### config.mk
export PLATFORM = sky130hd
export DESIGN_NAME = cpu_axil_master
export DESIGN_NICKNAME = d
export VERILOG_FILES = /design/src/rtl/cpu_axil_master.sv
export SDC_FILE = /design/constraint.sdc
export NUM_CORES = 1
export LEC_CHECK = 0
export CORE_ASPECT_RATIO = 0.75
export CORE_UTILIZATION = 35
export CTS_BUF_LIST = sky130_fd_sc_hd__clkbuf_2 sky130_fd_sc_hd__clkbuf_4 sky130_fd_sc_hd__clkbuf_8
export DETAILED_ROUTE_END_ITERATION = 8
export GPL_TIMING_DRIVEN = 0
export PLACE_DENSITY_LB_ADDON = 0.15
export SLEW_MARGIN = 10
export SYNTH_ARGS = -nofsm -noshare
export SYNTH_HDL_FRONTEND = slang
export SYNTH_SLANG_ARGS = --single-unit
### constraint.sdc
create_clock -name aclk -period 1.75 [get_ports aclk]
set_input_delay 0.2625 -clock aclk [delete_from_list [all_inputs] [get_ports aclk]]
set_output_delay 0.2625 -clock aclk [all_outputs]
set_load 0.005 [all_outputs]
### src/rtl/cpu_axil_master.sv
// Single-outstanding CPU request port to AXI4-Lite master bridge.
// Optional response timeout with DRAIN recovery when AXIL_MASTER_TIMEOUT_EN is defined.
module cpu_axil_master #(
  parameter int ADDR_WIDTH     = 32,
  parameter int DATA_WIDTH     = 32,
  parameter int STRB_WIDTH     = DATA_WIDTH / 8,
  parameter int TIMEOUT_CYCLES = 1024
) (
  input  logic                  aclk,
  input  logic                  aresetn,
  input  logic                  cpu_req_valid,
  output logic                  cpu_req_ready,
  input  logic                  cpu_req_we,
  input  logic [ADDR_WIDTH-1:0] cpu_req_addr,
  input  logic [DATA_WIDTH-1:0] cpu_req_wdata,
  input  logic [STRB_WIDTH-1:0] cpu_req_wstrb,
  output logic                  cpu_rsp_valid,
  output logic [DATA_WIDTH-1:0] cpu_rsp_rdata,
  output logic                  cpu_rsp_err,
  output logic [ADDR_WIDTH-1:0] m_axil_awaddr,
  output logic [2:0]            m_axil_awprot,
  output logic                  m_axil_awvalid,
  input  logic                  m_axil_awready,
  output logic [DATA_WIDTH-1:0] m_axil_wdata,
  output logic [STRB_WIDTH-1:0] m_axil_wstrb,
  output logic                  m_axil_wvalid,
  input  logic                  m_axil_wready,
  input  logic [1:0]            m_axil_bresp,
  input  logic                  m_axil_bvalid,
  output logic                  m_axil_bready,
  output logic [ADDR_WIDTH-1:0] m_axil_araddr,
  output logic [2:0]            m_axil_arprot,
  output logic                  m_axil_arvalid,
  input  logic                  m_axil_arready,
  input  logic [DATA_WIDTH-1:0] m_axil_rdata,
  input  logic [1:0]            m_axil_rresp,
  input  logic                  m_axil_rvalid,
  output logic                  m_axil_rready
);

  localparam logic [ADDR_WIDTH-1:0] ADDR_MASK = ~(ADDR_WIDTH'(STRB_WIDTH) - ADDR_WIDTH'(1));

`ifdef AXIL_MASTER_TIMEOUT_EN
  typedef enum logic [2:0] {IDLE, WR_ADDR_DATA, WR_RESP, RD_ADDR, RD_DATA, DRAIN} state_t;
`else
  typedef enum logic [2:0] {IDLE, WR_ADDR_DATA, WR_RESP, RD_ADDR, RD_DATA} state_t;
`endif

  state_t state, next_state;

  logic                  run;
  logic                  aw_done, w_done;
  logic [ADDR_WIDTH-1:0] addr_q;
  logic [DATA_WIDTH-1:0] wdata_q;
  logic [STRB_WIDTH-1:0] wstrb_q;
  logic                  accept, aw_hs, w_hs, ar_hs, b_hs, r_hs, timeout;
  logic                  unused_resp_bits;

  // Handshakes derived from state so the output decode never feeds back into itself.
  assign accept = cpu_req_valid & run & (state == IDLE);
  assign aw_hs  = (state == WR_ADDR_DATA) & ~aw_done & m_axil_awready;
  assign w_hs   = (state == WR_ADDR_DATA) & ~w_done & m_axil_wready;
  assign ar_hs  = (state == RD_ADDR) & m_axil_arready;
  assign b_hs   = (state == WR_RESP) & m_axil_bvalid;
  assign r_hs   = (state == RD_DATA) & m_axil_rvalid;

  assign unused_resp_bits = m_axil_bresp[0] ^ m_axil_rresp[0];

`ifdef AXIL_MASTER_TIMEOUT_EN
  localparam int CNT_W = $clog2(TIMEOUT_CYCLES + 1);
  logic [CNT_W-1:0] wait_cnt;
  logic             waiting;

  assign waiting = (state == WR_RESP) | (state == RD_DATA);
  assign timeout = waiting & ~b_hs & ~r_hs & (wait_cnt == CNT_W'(TIMEOUT_CYCLES - 1));

  always_ff @(posedge aclk or negedge aresetn) begin
    if (!aresetn) begin
      wait_cnt <= '0;
    end else if (waiting && !b_hs && !r_hs && !timeout) begin
      wait_cnt <= wait_cnt + CNT_W'(1);
    end else begin
      wait_cnt <= '0;
    end
  end
`else
  localparam int unused_timeout_cycles = TIMEOUT_CYCLES;
  assign timeout = 1'b0;
`endif

  always_ff @(posedge aclk or negedge aresetn) begin
    if (!aresetn) begin
      state         <= IDLE;
      run           <= 1'b0;
      aw_done       <= 1'b0;
      w_done        <= 1'b0;
      addr_q        <= '0;
      wdata_q       <= '0;
      wstrb_q       <= '0;
      cpu_rsp_valid <= 1'b0;
      cpu_rsp_rdata <= '0;
      cpu_rsp_err   <= 1'b0;
    end else begin
      state         <= next_state;
      run           <= 1'b1;
      cpu_rsp_valid <= b_hs | r_hs | timeout;
      if (accept) begin
        addr_q  <= cpu_req_addr & ADDR_MASK;
        wdata_q <= cpu_req_wdata;
        wstrb_q <= cpu_req_wstrb;
        aw_done <= 1'b0;
        w_done  <= 1'b0;
      end else begin
        if (aw_hs) aw_done <= 1'b1;
        if (w_hs)  w_done  <= 1'b1;
      end
      if (r_hs) begin
        cpu_rsp_rdata <= m_axil_rdata;
        cpu_rsp_err   <= m_axil_rresp[1];
      end else if (b_hs) begin
        cpu_rsp_rdata <= '0;
        cpu_rsp_err   <= m_axil_bresp[1];
      end else if (timeout) begin
        cpu_rsp_rdata <= '0;
        cpu_rsp_err   <= 1'b1;
      end
    end
  end

  always_comb begin
    next_state     = state;
    cpu_req_ready  = 1'b0;
    m_axil_awvalid = 1'b0;
    m_axil_wvalid  = 1'b0;
    m_axil_bready  = 1'b0;
    m_axil_arvalid = 1'b0;
    m_axil_rready  = 1'b0;
    unique case (state)
      IDLE: begin
        cpu_req_ready = run;
        if (accept) next_state = cpu_req_we ? WR_ADDR_DATA : RD_ADDR;
      end
      WR_ADDR_DATA: begin
        m_axil_awvalid = ~aw_done;
        m_axil_wvalid  = ~w_done;
        if ((aw_done || aw_hs) && (w_done || w_hs)) next_state = WR_RESP;
      end
      WR_RESP: begin
        m_axil_bready = 1'b1;
        if (b_hs) next_state = IDLE;
`ifdef AXIL_MASTER_TIMEOUT_EN
        else if (timeout) next_state = DRAIN;
`endif
      end
      RD_ADDR: begin
        m_axil_arvalid = 1'b1;
        if (ar_hs) next_state = RD_DATA;
      end
      RD_DATA: begin
        m_axil_rready = 1'b1;
        if (r_hs) next_state = IDLE;
`ifdef AXIL_MASTER_TIMEOUT_EN
        else if (timeout) next_state = DRAIN;
`endif
      end
`ifdef AXIL_MASTER_TIMEOUT_EN
      DRAIN: begin
        m_axil_bready = 1'b1;
        m_axil_rready = 1'b1;
        if (m_axil_bvalid || m_axil_rvalid) next_state = IDLE;
      end
`endif
      default: next_state = IDLE;
    endcase
  end

  assign m_axil_awaddr = addr_q;
  assign m_axil_araddr = addr_q;
  assign m_axil_wdata  = wdata_q;
  assign m_axil_wstrb  = wstrb_q;
  assign m_axil_awprot = '0;
  assign m_axil_arprot = '0;

endmodule
==> results.json <==
{
  "status": "finished with violations",
  "violations": "negative setup slack",
  "antenna_found_initial": 0,
  "drt-initial-drc-count": 106,
  "drive_above_1_share_pct": 28.20,
  "drt_wl_total_um": 11600,
  "top_usage_layer": "met2",
  "power_frac_seq_pct": 35.9,
  "p_leak_uw": 0.003300,
  "slew_viol_final": 0,
  "comb_power_share_pct": 50.4,
  "gr-usage-met2_pct": 30.73,
  "final_util_pct": 63.25,
  "synth-edff-count": 0,
  "yosysTopAreaCell": "dfrtp_1",
  "dr.pass1.iters": 4,
  "core-area_mm2": 0.01187,
  "nFillCells": 910,
  "synth_ff_type": "dfrtp_1",
  "clk_pin_slew_ns": 0.11,
  "synth.avg_cell_area_um2": 14.69,
  "vias": 3280,
  "critPathCaptureType": "flop",
  "synth_cell_types": 31,
  "finalSetupViolCount": 49,
  "pin_count": 259,
  "synth_area_mm2": 0.004377,
  "fmax_ghz": 0.5535,
  "h-tree-depth": 3,
  "root_buffer": "clkbuf_8",
  "cts_buffers": 9,
  "clock_sinks": 106,
  "min_period_ns": 1.807,
  "grt-ovfl-total": 0,
  "tritoncts": "done",
  "period_share_pct": 103.2,
  "cp_max_fo": 8,
  "die_h_um": 98.85,
  "holdWs_ns": 0.2947,
  "io_buffers": 244,
  "start_kind": "flop",
  "vias_per_cell": 4.426,
  "dieArea_mm2": 0.01296,
  "power.switching_fraction_pct": 27.38,
  "place_area_mm2": 0.007084,
  "hpwl_um": 8454,
  "synth_area_leaders": "dfrtp_1 61%, mux2_2 16%, buf_4 7.9%, a22o_1 6.6%, mux2_4 2.4%",
  "start_util_pct": 36.88,
  "clockBufferDepth": 2,
  "grt.met3_usage_pct": 6.790,
  "worstPathRequired_ns": 2.02,
  "crit_chain": "buf_6 > nor4b_4 > and2_4 > buf_8 > buf_12 > mux2_4",
  "core.rowCount": 34,
  "cp.arrival_ns": 2.08,
  "hold_viol": 0,
  "wire_per_inst_um": 15.66,
  "grt_max_degree": 87,
  "seq_area_frac_synth_pct": 60.61,
  "drc": 0,
  "irDropWorstVdd_mv": 0.6860,
  "drv_cap": 0,
  "clkPwrFrac_pct": 13.7,
  "p_sw_uw": 3170,
  "fin_nets": 686,
  "grt_usage_pct": 18.34,
  "async_flop_share_pct": 100.0,
  "finClkSkew_ns": 0.008276,
  "rsz0062_at_grt": "yes",
  "stdcell_area_mm2": 0.007507,
  "met1_usage_pct": 21.91,
  "ant_nets": 0,
  "setup_ws_ns": -0.05658,
  "internal-power_uw": 8408,
  "die_w_um": 131.1,
  "netlist.area_leader.share_pct": 60.61,
  "area_growth_pct": 71.53,
  "ys_ff_latch": 106,
  "cpPeakStageDelay_ns": 0.44,
  "gp_congestion": 0.7539,
  "critical_path_class": "flop to flop",
  "p_per_area_mw_per_mm2": 1542,
  "hp-class": "primary input to async pin",
  "clkLatencyLatePin_ns": 0.37,
  "syn_inst": 298,
  "grt_first_pass_wirelength_um": 18330,
  "crit_slowest_cell": "dfrtp_2",
  "grt_pass1_vias": 3401,
  "ys.warnings.count": 0
}
[final timing paths]
kind | startpoint | end | slack (ns) | depth (start not counted)
worst max-delay path | state[2] | m_axil_wdata[27] | -0.06 | 6
worst min-delay path | aresetn | m_axil_araddr[9] | 0.29 | 2
worst max register to register | state[2] | m_axil_wdata[27] | -0.06 | 6
worst min register to register | m_axil_wdata[0] | m_axil_wdata[0] | 0.51 | 1
max in group asynchronous | aresetn | state[2] | 0.78 | 3
min in group aclk | m_axil_rdata[16] | cpu_rsp_rdata[16] | 0.48 | 2
[power by group through the flow]
stage	Clock, uW	Combinational [uW]	Sequential, uW
6_report	1590	5830	4160
3_3_place_gp	0	5560	4140
3_5_place_dp	0	5660	4180
2_1_floorplan	0	2100	4210
5_1_grt	1750	6200	4330
4_1_cts	1660	5750	4150
[critical path, delay by kind of cell, from the launching register on]
family        cells  cell delay [ns]
simple gates      2             0.55
mux               1             0.29
buf+inv           3             0.41
flops             1             0.44
[cells in the mapped netlist (2+ instances only)]
| master | n |
|---|---|
| a21oi_1 | 2 |
| a22o_1 | 33 |
| buf_2 | 7 |
| buf_4 | 46 |
| clkbuf_1 | 2 |
| conb_1 | 2 |
| dfrtp_1 | 106 |
| inv_1 | 3 |
| mux2_2 | 61 |
| mux2_4 | 7 |
| nand2b_1 | 2 |
| nand3b_1 | 2 |
| nor2_1 | 6 |
| nor3b_1 | 2 |
[timing repair]
| item | 4_1_cts | 5_1_grt |
|---|---|---|
| gates resized for setup | 18 | 27 |
| cloned | 1 | 0 |
| hold buffers | 1 | 0 |
| endpoints found under the setup margin | 64 | 77 |
| buffers inserted | 5 | 6 |
| pin swaps | 1 | 3 |
| endpoints found under the hold margin | 20 | 0 |
[metal layers]
metal,vias up,share of wire (%),wire [um]
met3,13,8.0,930
met2,149,49,5688
li1,1553,-,-
met4,0,1.4,158
met1,1565,42,4826
met5,-,0,0
[cells in the final DEF, fill, tap and decap left out, types with 5 or more instances in the layout]
cell             instances
mux2_4                  15
clkdlybuf4s50_1        237
buf_2                    5
conb_1                  11
buf_4                   49
buf_6                   12
nor2_1                   5
dfrtp_1                105
clkbuf_8                10
a22o_1                  33
mux2_2                  53
[through the flow]
step / power (uW) / setup slack [ns] / setup TNS [ns] / instances
detailed placement: 9841 / -0.3225 / -4.286 / 714
CTS: 11560 / -0.06277 / -1.591 / 736
floorplan: 6310 / 0.04889 / 0 / 307
global route: 12280 / -0.1440 / -7.056 / 740
global placement: 9703 / -3.632 / -385.81 / 713
finish: 11580 / -0.05658 / -0.7514 / 741
[registers in the layout, indices dropped and copies added (netlist names)]
| signal | flops |
|---|---|
| cpu_rsp_rdata | 32 |
| aw_done | 1 |
| w_done | 1 |
| m_axil_wstrb | 4 |
| run | 1 |
| cpu_rsp_valid | 1 |
| cpu_rsp_err | 1 |
| m_axil_araddr | 30 |
| m_axil_wdata | 32 |
| state | 3 |
[kinds of logic after synthesis]
group,share of synthesized area (%)
AO/OA/AOI/OAI,7.976
flip-flops,60.61
AND/OR/NAND/NOR,2.601
multiplexers,18.35
buffers and inverters,10.29
other,0.1716
[layout make-up]
cell class	instances	area, um2	area share [%]
diodes	1	2.502	0.03333
plain buffers	56	454.2	6.050
clock buffers	10	137.6	1.833
clock inverters	6	73.82	0.9833
inverters	3	11.26	0.1500
multi-input cells	139	1364	18.17
flip-flops and latches	106	2654	35.35
well taps	162	202.7	2.700
repair buffers	258	2608	34.73
Power figures use the tool's default switching activity.
